$ cat src/rtl/matmul_ctrl_pkg.sv
// Shared types and constants for the matrix-multiply job controller.
//   state_t : controller FSM states
//   SEL_*   : host memory select encoding carried on h_sel
package matmul_ctrl_pkg;

    typedef enum logic [1:0] {
        ST_IDLE  = 2'd0,
        ST_START = 2'd1,
        ST_RUN   = 2'd2,
        ST_DONE  = 2'd3
    } state_t;

    localparam logic [1:0] SEL_V0   = 2'd0;
    localparam logic [1:0] SEL_V1   = 2'd1;
    localparam logic [1:0] SEL_V2   = 2'd2;
    localparam logic [1:0] SEL_NONE = 2'd3;

endpackage

$ cat src/rtl/matmul_port_mux.sv
// Host/kernel port selector for one single-port RAM.
//   rst          : synchronous reset; forces the RAM strobes low while asserted
//   kernel_sel   : 1 = kernel owns the RAM, 0 = host owns it
//   h_en/h_we/h_addr/h_wdata : host access (h_en already includes grant and select)
//   k_en/k_we/k_addr/k_wdata : kernel access
//   m_addr/m_en/m_we/m_wdata : RAM port
module matmul_port_mux #(
    parameter int ADDR_W = 8,
    parameter int DATA_W = 32
) (
    input  logic              rst,
    input  logic              kernel_sel,
    input  logic              h_en,
    input  logic              h_we,
    input  logic [ADDR_W-1:0] h_addr,
    input  logic [DATA_W-1:0] h_wdata,
    input  logic              k_en,
    input  logic              k_we,
    input  logic [ADDR_W-1:0] k_addr,
    input  logic [DATA_W-1:0] k_wdata,
    output logic [ADDR_W-1:0] m_addr,
    output logic              m_en,
    output logic              m_we,
    output logic [DATA_W-1:0] m_wdata
);

    // Route the owning side to the RAM; strobes are suppressed during reset.
    always_comb begin
        m_addr  = h_addr;
        m_wdata = h_wdata;
        m_en    = 1'b0;
        m_we    = 1'b0;
        if (kernel_sel) begin
            m_addr  = k_addr;
            m_wdata = k_wdata;
        end else begin
            m_addr  = h_addr;
            m_wdata = h_wdata;
        end
        if (rst) begin
            m_en = 1'b0;
            m_we = 1'b0;
        end else if (kernel_sel) begin
            m_en = k_en;
            m_we = k_en & k_we;
        end else begin
            m_en = h_en;
            m_we = h_en & h_we;
        end
    end

endmodule

$ cat src/rtl/matmul_ctrl.sv
// Job controller for a matrix-multiply kernel sharing three single-port RAMs
// (v0, v1 read by the kernel, v2 written by the kernel) with a host port.
//   start_valid/start_ready : job-start handshake (ready only in IDLE)
//   busy/done               : job in progress / one-cycle completion pulse
//   k_tstart                : one-cycle kernel start pulse
//   h_*                     : host request, grant and read return
//   k_*                     : kernel RAM ports, live only in START and RUN
//   mN_*                    : RAM ports, 1-cycle read latency
module matmul_ctrl
    import matmul_ctrl_pkg::*;
#(
    parameter int ADDR_W     = 8,
    parameter int DATA_W     = 32,
    parameter int RUN_CYCLES = 4096
) (
    input  logic              clk,
    input  logic              rst,
    input  logic              start_valid,
    output logic              start_ready,
    output logic              busy,
    output logic              done,
    input  logic              h_req,
    input  logic [1:0]        h_sel,
    input  logic              h_we,
    input  logic [ADDR_W-1:0] h_addr,
    input  logic [DATA_W-1:0] h_wdata,
    output logic              h_gnt,
    output logic              h_rvalid,
    output logic [DATA_W-1:0] h_rdata,
    output logic              k_tstart,
    input  logic [ADDR_W-1:0] k_v0_addr,
    input  logic              k_v0_rd_en,
    output logic [DATA_W-1:0] k_v0_rd_data,
    input  logic [ADDR_W-1:0] k_v1_addr,
    input  logic              k_v1_rd_en,
    output logic [DATA_W-1:0] k_v1_rd_data,
    input  logic [ADDR_W-1:0] k_v2_addr,
    input  logic              k_v2_wr_en,
    input  logic [DATA_W-1:0] k_v2_wr_data,
    output logic [ADDR_W-1:0] m0_addr,
    output logic              m0_en,
    output logic              m0_we,
    output logic [DATA_W-1:0] m0_wdata,
    input  logic [DATA_W-1:0] m0_rdata,
    output logic [ADDR_W-1:0] m1_addr,
    output logic              m1_en,
    output logic              m1_we,
    output logic [DATA_W-1:0] m1_wdata,
    input  logic [DATA_W-1:0] m1_rdata,
    output logic [ADDR_W-1:0] m2_addr,
    output logic              m2_en,
    output logic              m2_we,
    output logic [DATA_W-1:0] m2_wdata,
    input  logic [DATA_W-1:0] m2_rdata
);

    localparam int              CNT_W    = $clog2(RUN_CYCLES + 1);
    localparam logic [CNT_W-1:0] LAST_CNT = CNT_W'(RUN_CYCLES - 1);

    state_t           state_r;
    state_t           state_next_s;
    logic [CNT_W-1:0] cnt_r;
    logic [CNT_W-1:0] cnt_next_s;
    logic             rvalid_r;
    logic [1:0]       rsel_r;
    logic             kernel_mode_s;
    logic             host_mode_s;

    assign kernel_mode_s = (state_r == ST_START) || (state_r == ST_RUN);
    assign host_mode_s   = (state_r == ST_IDLE)  || (state_r == ST_DONE);

    assign start_ready = (state_r == ST_IDLE);
    assign busy        = (state_r != ST_IDLE);
    assign done        = (state_r == ST_DONE);
    assign k_tstart    = (state_r == ST_START);
    assign h_rvalid    = rvalid_r;

    // Host only owns the RAMs in IDLE/DONE; select 3 addresses nothing.
    assign h_gnt = h_req && host_mode_s && (h_sel != SEL_NONE) && !rst;

    // State, run counter and host read-return tracking.
    always_ff @(posedge clk) begin
        if (rst) begin
            state_r  <= ST_IDLE;
            cnt_r    <= '0;
            rvalid_r <= 1'b0;
            rsel_r   <= SEL_V0;
        end else begin
            state_r  <= state_next_s;
            cnt_r    <= cnt_next_s;
            rvalid_r <= h_gnt && !h_we;
            if (h_gnt) begin
                rsel_r <= h_sel;
            end
        end
    end

    // Next-state logic; the counter is cleared on the way into RUN.
    always_comb begin
        state_next_s = state_r;
        cnt_next_s   = cnt_r;
        case (state_r)
            ST_IDLE: begin
                if (start_valid) begin
                    state_next_s = ST_START;
                end else begin
                    state_next_s = ST_IDLE;
                end
            end
            ST_START: begin
                state_next_s = ST_RUN;
                cnt_next_s   = '0;
            end
            ST_RUN: begin
                if (cnt_r == LAST_CNT) begin
                    state_next_s = ST_DONE;
                end else begin
                    cnt_next_s = cnt_r + CNT_W'(1);
                end
            end
            ST_DONE: begin
                state_next_s = ST_IDLE;
            end
            default: begin
                state_next_s = ST_IDLE;
                cnt_next_s   = '0;
            end
        endcase
    end

    // Host read data follows the select captured with the grant.
    always_comb begin
        h_rdata = '0;
        case (rsel_r)
            SEL_V0:  h_rdata = m0_rdata;
            SEL_V1:  h_rdata = m1_rdata;
            SEL_V2:  h_rdata = m2_rdata;
            default: h_rdata = '0;
        endcase
    end

    // Kernel read data is only presented while the kernel owns the RAMs.
    always_comb begin
        k_v0_rd_data = '0;
        k_v1_rd_data = '0;
        if (kernel_mode_s) begin
            k_v0_rd_data = m0_rdata;
            k_v1_rd_data = m1_rdata;
        end else begin
            k_v0_rd_data = '0;
            k_v1_rd_data = '0;
        end
    end

    matmul_port_mux #(.ADDR_W(ADDR_W), .DATA_W(DATA_W)) u_mux_v0 (
        .rst        (rst),
        .kernel_sel (kernel_mode_s),
        .h_en       (h_gnt && (h_sel == SEL_V0)),
        .h_we       (h_we),
        .h_addr     (h_addr),
        .h_wdata    (h_wdata),
        .k_en       (k_v0_rd_en),
        .k_we       (1'b0),
        .k_addr     (k_v0_addr),
        .k_wdata    ({DATA_W{1'b0}}),
        .m_addr     (m0_addr),
        .m_en       (m0_en),
        .m_we       (m0_we),
        .m_wdata    (m0_wdata)
    );

    matmul_port_mux #(.ADDR_W(ADDR_W), .DATA_W(DATA_W)) u_mux_v1 (
        .rst        (rst),
        .kernel_sel (kernel_mode_s),
        .h_en       (h_gnt && (h_sel == SEL_V1)),
        .h_we       (h_we),
        .h_addr     (h_addr),
        .h_wdata    (h_wdata),
        .k_en       (k_v1_rd_en),
        .k_we       (1'b0),
        .k_addr     (k_v1_addr),
        .k_wdata    ({DATA_W{1'b0}}),
        .m_addr     (m1_addr),
        .m_en       (m1_en),
        .m_we       (m1_we),
        .m_wdata    (m1_wdata)
    );

    matmul_port_mux #(.ADDR_W(ADDR_W), .DATA_W(DATA_W)) u_mux_v2 (
        .rst        (rst),
        .kernel_sel (kernel_mode_s),
        .h_en       (h_gnt && (h_sel == SEL_V2)),
        .h_we       (h_we),
        .h_addr     (h_addr),
        .h_wdata    (h_wdata),
        .k_en       (k_v2_wr_en),
        .k_we       (1'b1),
        .k_addr     (k_v2_addr),
        .k_wdata    (k_v2_wr_data),
        .m_addr     (m2_addr),
        .m_en       (m2_en),
        .m_we       (m2_we),
        .m_wdata    (m2_wdata)
    );

endmodule

$ cat config.mk
export PLATFORM = sky130hd
export DESIGN_NAME = matmul_ctrl
export DESIGN_NICKNAME = d
export VERILOG_FILES = /design/src/rtl/matmul_ctrl_pkg.sv /design/src/rtl/matmul_port_mux.sv /design/src/rtl/matmul_ctrl.sv
export SDC_FILE = /design/constraint.sdc
export NUM_CORES = 1
export LEC_CHECK = 0
export ABC_AREA = 1
export CAP_MARGIN = 15
export CORE_AREA = 8 8 162 164
export CTS_CLUSTER_DIAMETER = 200
export CTS_CLUSTER_SIZE = 25
export DETAILED_ROUTE_END_ITERATION = 6
export DIE_AREA = 0 0 170 172
export GPL_ROUTABILITY_DRIVEN = 0
export SLEW_MARGIN = 20
export SYNTH_ARGS = -nofsm -noshare
export SYNTH_HDL_FRONTEND = slang
export SYNTH_HIERARCHICAL = 1
export SYNTH_SLANG_ARGS = --single-unit
$ cat constraint.sdc
create_clock -name clk -period 1.95 [get_ports clk]
set_input_delay 0.2925 -clock clk [delete_from_list [all_inputs] [get_ports clk]]
set_output_delay 0.2925 -clock clk [all_outputs]
set_load 0.005 [all_outputs]
==> summary.md, run 1 <==
| Metric | Value |
|---|---|
| Dominant cell type by area after synthesis | nand2_1 |
| Final Power | 15.6 mW |
| Netlist Area Pre-Place | 0.00409 mm^2 |
| Fraction of the mapped netlist area in adder cells | 1.53% |
| Initial Util | 17.2% |
| IO buf count | 429 |
| Hold Vio Cnt, Final | 0 |
| Critical path class | register to primary output |
| Post-route ant nets | 0 |
| Post-CTS Hold Buffers | 0 |
| XOR/XNOR Fraction of Synth Area | 0% |
| Critical-path cell list | inv_2, ha_4, buf_8, buf_6, buf_12, buf_4, nand2_1, inv_1, dlygate4sd2_1 |
| Crit-path slowest cell | dfxtp_2 |
| Final Critical Period | 2180 ps |
| VDD IR max | 0.582 mV |
| Layout cell share with drive strength beyond 1 | 31.7% |
| Hpwl dp | 22300 um |
| Max-cap violations | 0 |
| Crit. End Element | primary output |
| Via/cell ratio | 4.14 |
| Pleak | 5.83 nW |
| Hold Path Class | register to register |
| Outcome | finished with violations |
| CTS clk-pin slew, worst paths | 60 ps |
| RSZ-0062 raised after global routing | yes |
| Final worst-path cycle share | 112% |
| Clk Latency, worst-skew pair | 250 ps |
| Top post-synthesis cells by count | 483 x nand2_1, 121 x nand3_1, 87 x inv_1 |
| First DRT Iteration DRCs | 347 |
| Max clock buf depth | 2 |
| Die width | 170 um |
| Largest net degree at the start of global routing | 33 |
| Final wirelength | 29600 um |
| Syn_area_per_cell | 4.75 um^2 |
| GRT Overall Usage | 18.2% |
| H-tree depth | 1 |
| I/O pin count | 430 |
| Yosys top cell area share | 44.3% |
| Largest family of logic cells by synthesized area | simple AND/OR/NAND/NOR gates |
| Startpoint Class | register |
| TritonCTS sink count | 18 |
| Internal | 8.56 mW |
| Async set-or-reset flop fraction in the synthesized netlist | 0% |
| Simple-Gate Fraction of Synth Area | 68.1% |
| CTS root buf | clkbuf_16 |
| Fin nets | 1674 |
| Leading post-synthesis cells by cell area | nand2_1 44%, nand3_1 15%, dfxtp_1 8.8%, inv_1 8.0%, nand2_2 5.0% |
| Top FF cell, synth | dfxtp_1 |
| Rows | 57 |
| Number of global-route vias before repair | 7481 |
| Compound-Gate Fraction of Synth Area | 3.09% |
| P&R area growth vs syn | 153% |
| Wire per inst | 16.5 um |
| GRT overflow | 0 |
| Post-route setup slack | -235 ps |
| Remaining routing DRC violations | 0 |
| Net Switching | 7.05 mW |
| Switching Share | 45.2% |
| Failing checks | setup timing |
| Synth Warn # | 6 |
| Slowest stage delay, CP | 330 ps |
| Initial antenna violation count | 3 |
| CTS tree | built |
| Final core occ | 43.5% |
| DIE HEIGHT | 172 um |
| Sequential share of power | 3.0% |
| Core footprint | 0.0238 mm^2 |
| Number of synthesized flops with an enable pin | 0 |
| Comb pwr share | 94.0% |
| CTS Buf Count | 3 |
| Die area | 0.0292 mm^2 |
| Data required, critical path | 1660 ps |
| Crit Path Max Fanout | 12 |
| Slew Viols, Final | 0 |
| Pwr Density | 1510 mW/mm^2 |
| WP buf/inv | 7 |
| Number of synthesized register bits | 18 |
| Crit path max-delay family | buffers and inverters |
| Synth Instances | 862 |
| Number of setup violations in the final report | 141 |
| Top-count cell post-synth | nand2_1 |
| First-pass detailed-route iteration total | 4 |
| Sequential-to-total area share from yosys stat | 8.81% |
| Synth cell types | 30 |
| DR vias | 7411 |
| Final setup skew | 5.66 ps |
| Multiplexer share of the synthesized area | 0% |
| Crit path DAT | 1890 ps |
| Max Clk Rate | 458 MHz |
| Global-route wire length before repair | 42000 um |
| Clock Power Share | 2.9% |
==> area by class of cell <==
type	instances	area, um^2
Antenna cell	2	5.00
Clock buffer	4	88.8
Fill cell	2566	13500
Inverter	91	400
Multi-Input combinational cell	763	3540
Sequential cell	18	368
Tap cell	324	405
Timing Repair Buffer	587	5490
Timing Repair inverter	3	57.6
==> sequential cells by signal, summed over array words and instances (netlist names) <==
| register | cells |
|---|---|
| h_rvalid | 1 |
| state_r | 2 |
| rsel_r | 2 |
| cnt_r | 13 |
==> what timing repair did <==
item | 4_1_cts | 5_1_grt
endpoints found under the hold margin | 0 | 0
gates cloned | 10 | 3
resized for setup | 644 | 265
setup buffers | 54 | 43
pin swaps | 13 | 30
endpoints found under the setup margin | 218 | 183
==> final timing paths <==
path / start / end / slack (ps) / cells after the start
worst min-delay path: cnt_r[12]$_SDFFE_PP0P_ / cnt_r[12]$_SDFFE_PP0P_ / 480 / 2
worst max register to register: state_r[0]$_SDFFE_PP0P_ / rsel_r[0]$_SDFFE_PP0P_ / 210 / 11
worst min register to register: cnt_r[12]$_SDFFE_PP0P_ / cnt_r[12]$_SDFFE_PP0P_ / 480 / 2
worst max-delay path: state_r[0]$_SDFFE_PP0P_ / k_v1_rd_data[21] / -230 / 9
==> power by group through the flow <==
stage / clock, mW / sequential (mW) / combinational [mW]
floorplan: 0 / 0.461 / 4.88
global route: 0.494 / 0.479 / 15.9
CTS: 0.467 / 0.470 / 13.1
finish: 0.459 / 0.471 / 14.7
detailed placement: 0 / 0.468 / 11.7
global placement: 0 / 0.466 / 11.7
==> cells in the final DEF, fill, tap and decap left out, types with 2 or more instances in the layout <==
master	instances
inv_2	9
nand2_1	406
dfxtp_2	3
dlygate4sd2_1	35
buf_4	71
inv_1	79
dfxtp_1	14
clkdlybuf4s15_2	9
clkdlybuf4s15_1	16
buf_8	18
clkdlybuf4s50_1	206
nor2_4	5
nand2_2	94
nand3_1	121
conb_1	67
dlymetal6s2s_1	10
buf_2	100
ha_1	4
nand2_4	17
clkbuf_2	38
clkbuf_16	5
inv_16	2
nand4_1	2
a21oi_1	17
buf_16	8
nor2_1	17
buf_12	16
buf_6	58
clkinv_16	2
o21bai_1	3
diode_2	2
==> cell families after synthesis <==
family | count (synthesis)
AND/OR/NAND/NOR | 668
buffers and inverters | 146
AO/OA/AOI/OAI | 23
flip-flops | 18
adder cells (fa/ha/maj) | 5
other | 2
==> layer usage <==
metal	vias to the layer above	GRT usage (%)	share of wire (%)
met5	-	0	0.044
met3	40	5.94	9.9
met1	3267	20.0	39
met4	2	4.96	2.4
met2	341	33.0	49
li1	3761	-	-
==> through the flow <==
step           setup slack (ps)  TNS (ps)  hold slack [ps]  instance area (um^2)  instances
3_5_place_dp               -448    -37910              473                  9250       1684
5_1_grt                    -345    -29360              505                 10400       1792
3_3_place_gp               -427    -33540              462                  9250       1684
6_report                   -235    -15790              485                 10400       1792
4_1_cts                    -386    -21750              484                  9790       1750
2_1_floorplan              70.5         0              365                  4340        927
==> worst min-delay path, delay by kind of cell (launching register included) <==
kind / cells / cell delay [ps]
compound gates: 1 / 40
flops: 1 / 320
simple gates: 1 / 80
Note: power is estimated with default switching activity, not from simulation.
==> run 2, diff against run 1 <==
==> constraint.sdc (replaced) <==
create_clock -name clk -period 1.95 [get_ports clk]
set_input_delay 0.39 -clock clk [delete_from_list [all_inputs] [get_ports clk]]
set_output_delay 0.39 -clock clk [all_outputs]
set_load 0.005 [all_outputs]
==> summary.md, run 2 (same netlist as run 1, synthesis figures left out) <==
| Metric | Value |
|---|---|
| DIE HEIGHT | 172 um (unchanged) |
| Remaining routing DRC violations | 0 (unchanged) |
| Fin nets | 1669 (was 1674) |
| H-tree depth | 1 (unchanged) |
| Comb pwr share | 94.9% (was 94.0%) |
| Core footprint | 0.0238 mm^2 (unchanged) |
| Setup TNS after final layout | -30810 ps (was -15790 ps) |
| Clock Power Share | 2.5% (was 2.9%) |
| Largest net degree at the start of global routing | 34 (was 33) |
| Crit path DAT | 1910 ps (was 1890 ps) |
| Leading cell types in the layout, fill and taps excluded | 324 x nand2_1, 214 x clkdlybuf4s50_1, 143 x nand2_2 (was 406 x nand2_1, 206 x clkdlybuf4s50_1, 121 x nand3_1) |
| I/O pin count | 430 (unchanged) |
| Pwr Density | 1600 mW/mm^2 (was 1510 mW/mm^2) |
| Die area | 0.0292 mm^2 (unchanged) |
| Number of global-route vias before repair | 7775 (was 7481) |
| CTS root buf | clkbuf_16 (unchanged) |
| Critical path class | register to primary output (unchanged) |
| Most flops, register | cnt_r (unchanged) |
| Hold Vio Cnt, Final | 0 (unchanged) |
| CTS Buf Count | 3 (unchanged) |
| Internal | 10.1 mW (was 8.56 mW) |
| IO buf count | 429 (unchanged) |
| Via/cell ratio | 4.28 (was 4.14) |
| Final core occ | 47.4% (was 43.5%) |
| Failing checks | setup timing (unchanged) |
| Hpwl dp | 22500 um (was 22300 um) |
| Hold Path Class | register to register (unchanged) |
| Final worst-path cycle share | 118% (was 112%) |
| DR vias | 7648 (was 7411) |
| WHS | 473 ps (was 485 ps) |
| Post-route setup slack | -353 ps (was -235 ps) |
| Crit Path Max Fanout | 7 (was 12) |
| Sequential share of power | 2.6% (was 3.0%) |
| Startpoint Class | register (unchanged) |
| Post-route ant nets | 0 (unchanged) |
| Net Switching | 7.96 mW (was 7.05 mW) |
| GR met2 Demand/Resource | 37.4% (was 33.0%) |
| Max-cap violations | 0 (unchanged) |
| P&R area growth vs syn | 176% (was 153%) |
| Wire per inst | 17.9 um (was 16.5 um) |
| TritonCTS sink count | 18 (unchanged) |
| Final setup skew | 2.30 ps (was 5.66 ps) |
| Switching Share | 44.0% (was 45.2%) |
| Layout cell share with drive strength beyond 1 | 36.6% (was 31.7%) |
| Pleak | 6.38 nW (was 5.83 nW) |
| First DRT Iteration DRCs | 309 (was 347) |
| Data required, critical path | 1560 ps (was 1660 ps) |
| Global-route wire length before repair | 45800 um (was 42000 um) |
| CTS tree | built (unchanged) |
| GRT overflow | 0 (unchanged) |
| Final wirelength | 32000 um (was 29600 um) |
| Max clock buf depth | 2 (unchanged) |
| Most common cell after layout, fill and taps aside | nand2_1 (unchanged) |
| Die width | 170 um (unchanged) |
| Rows | 57 (unchanged) |
| VDD IR max | 0.699 mV (was 0.582 mV) |
| Max Clk Rate | 434 MHz (was 458 MHz) |
| Number of setup violations in the final report | 156 (was 141) |
| GRT Max-Usage Layer | met2 (unchanged) |
| Routing usage on met3 | 6.28% (was 5.94%) |
| GRT met1 Usage | 21.3% (was 20.0%) |
| Slew Viols, Final | 0 (unchanged) |
| Initial antenna violation count | 2 (was 3) |
| Final Power | 18.1 mW (was 15.6 mW) |
| CTS clk-pin slew, worst paths | 50 ps (was 60 ps) |
| Max reg flops | 13 (unchanged) |
| Clk Latency, worst-skew pair | 250 ps (about the same) |
| Post-CTS Hold Buffers | 0 (unchanged) |
| Outcome | finished with violations (unchanged) |
| Biggest regs | cnt_r x13, rsel_r x2, state_r x2 (unchanged) |
| RSZ-0062 raised after global routing | yes (unchanged) |
| Initial Util | 17.2% (unchanged) |
| Crit. End Element | primary output (unchanged) |
| First-pass detailed-route iteration total | 5 (was 4) |
| Final Critical Period | 2300 ps (was 2180 ps) |
| GRT Overall Usage | 19.9% (was 18.2%) |
run 2: cell count changes in the layout (fill, tap and decap cells not counted), moves of 16 or more:
| cell | previous run | this run |
|---|---|---|
| nand2_1 | 406 | 324 |
| nand2_4 | 17 | 50 |
| nand2_2 | 94 | 143 |
| clkdlybuf4s15_1 | 16 | 0 |
| buf_4 | 71 | 46 |
| buf_6 | 58 | 88 |
| dlymetal6s2s_1 | 10 | 30 |
| clkbuf_2 | 38 | 5 |
run 2: metal layers:
layer	vias up	share of wire, %
met5	-	0
met4	0	2.8
met3	51	9.5
met2	367	51
met1	3469	37
li1	3761	-
run 2: final timing paths:
check,depth (start not counted),slack [ps],startpoint,endpoint
setup reg to reg,9,330,cnt_r[0]$_SDFFE_PP0P_,cnt_r[9]$_SDFFE_PP0P_
hold / removal,2,470,cnt_r[12]$_SDFFE_PP0P_,cnt_r[12]$_SDFFE_PP0P_
hold reg to reg,2,470,cnt_r[12]$_SDFFE_PP0P_,cnt_r[12]$_SDFFE_PP0P_
setup / recovery,11,-350,state_r[1]$_SDFFE_PP0P_,m1_wdata[25]
run 2: stage by stage:
step                      instance area (um^2)  std cells  setup slack [ps]
after global routing                     11300       1786              -441
final                                    11300       1787              -353
after CTS                                10400       1771              -465
after global placement                    9210       1676              -634
after detailed placement                  9210       1676              -687
after floorplan                           4350        927              78.4
run 2: cell type report:
type / instances / area, um^2
diodes: 2 / 5.00
clock buffers: 4 / 88.8
fillers: 2437 / 12500
inverters: 91 / 389
multi-input cells: 763 / 3930
flip-flops and latches: 18 / 368
well taps: 324 / 405
repair buffers: 585 / 6100
run 2: power by group through the flow:
stage	Clock [mW]	Combinational (mW)	Sequential (mW)
2_1_floorplan	0	4.92	0.461
3_3_place_gp	0	11.5	0.467
3_5_place_dp	0	11.5	0.470
4_1_cts	0.471	15.4	0.473
5_1_grt	0.481	18.4	0.480
6_report	0.456	17.2	0.473
run 2: timing repair:
action                                  in CTS  in global routing
setup buffers                               70                 35
endpoints found under the setup margin     223                194
gates resized for setup                    769                286
pin swaps                                   37                 71
gates cloned                                21                  2
run 2: critical path: stages (launching register included):
cell	delay, ps
dfxtp_2	340
inv_2	50
ha_4	310
buf_8	130
buf_12	160
inv_16	50
buf_8	130
buf_16	140
buf_6	110
nand2_2	40
nand2_1	60
buf_2	130
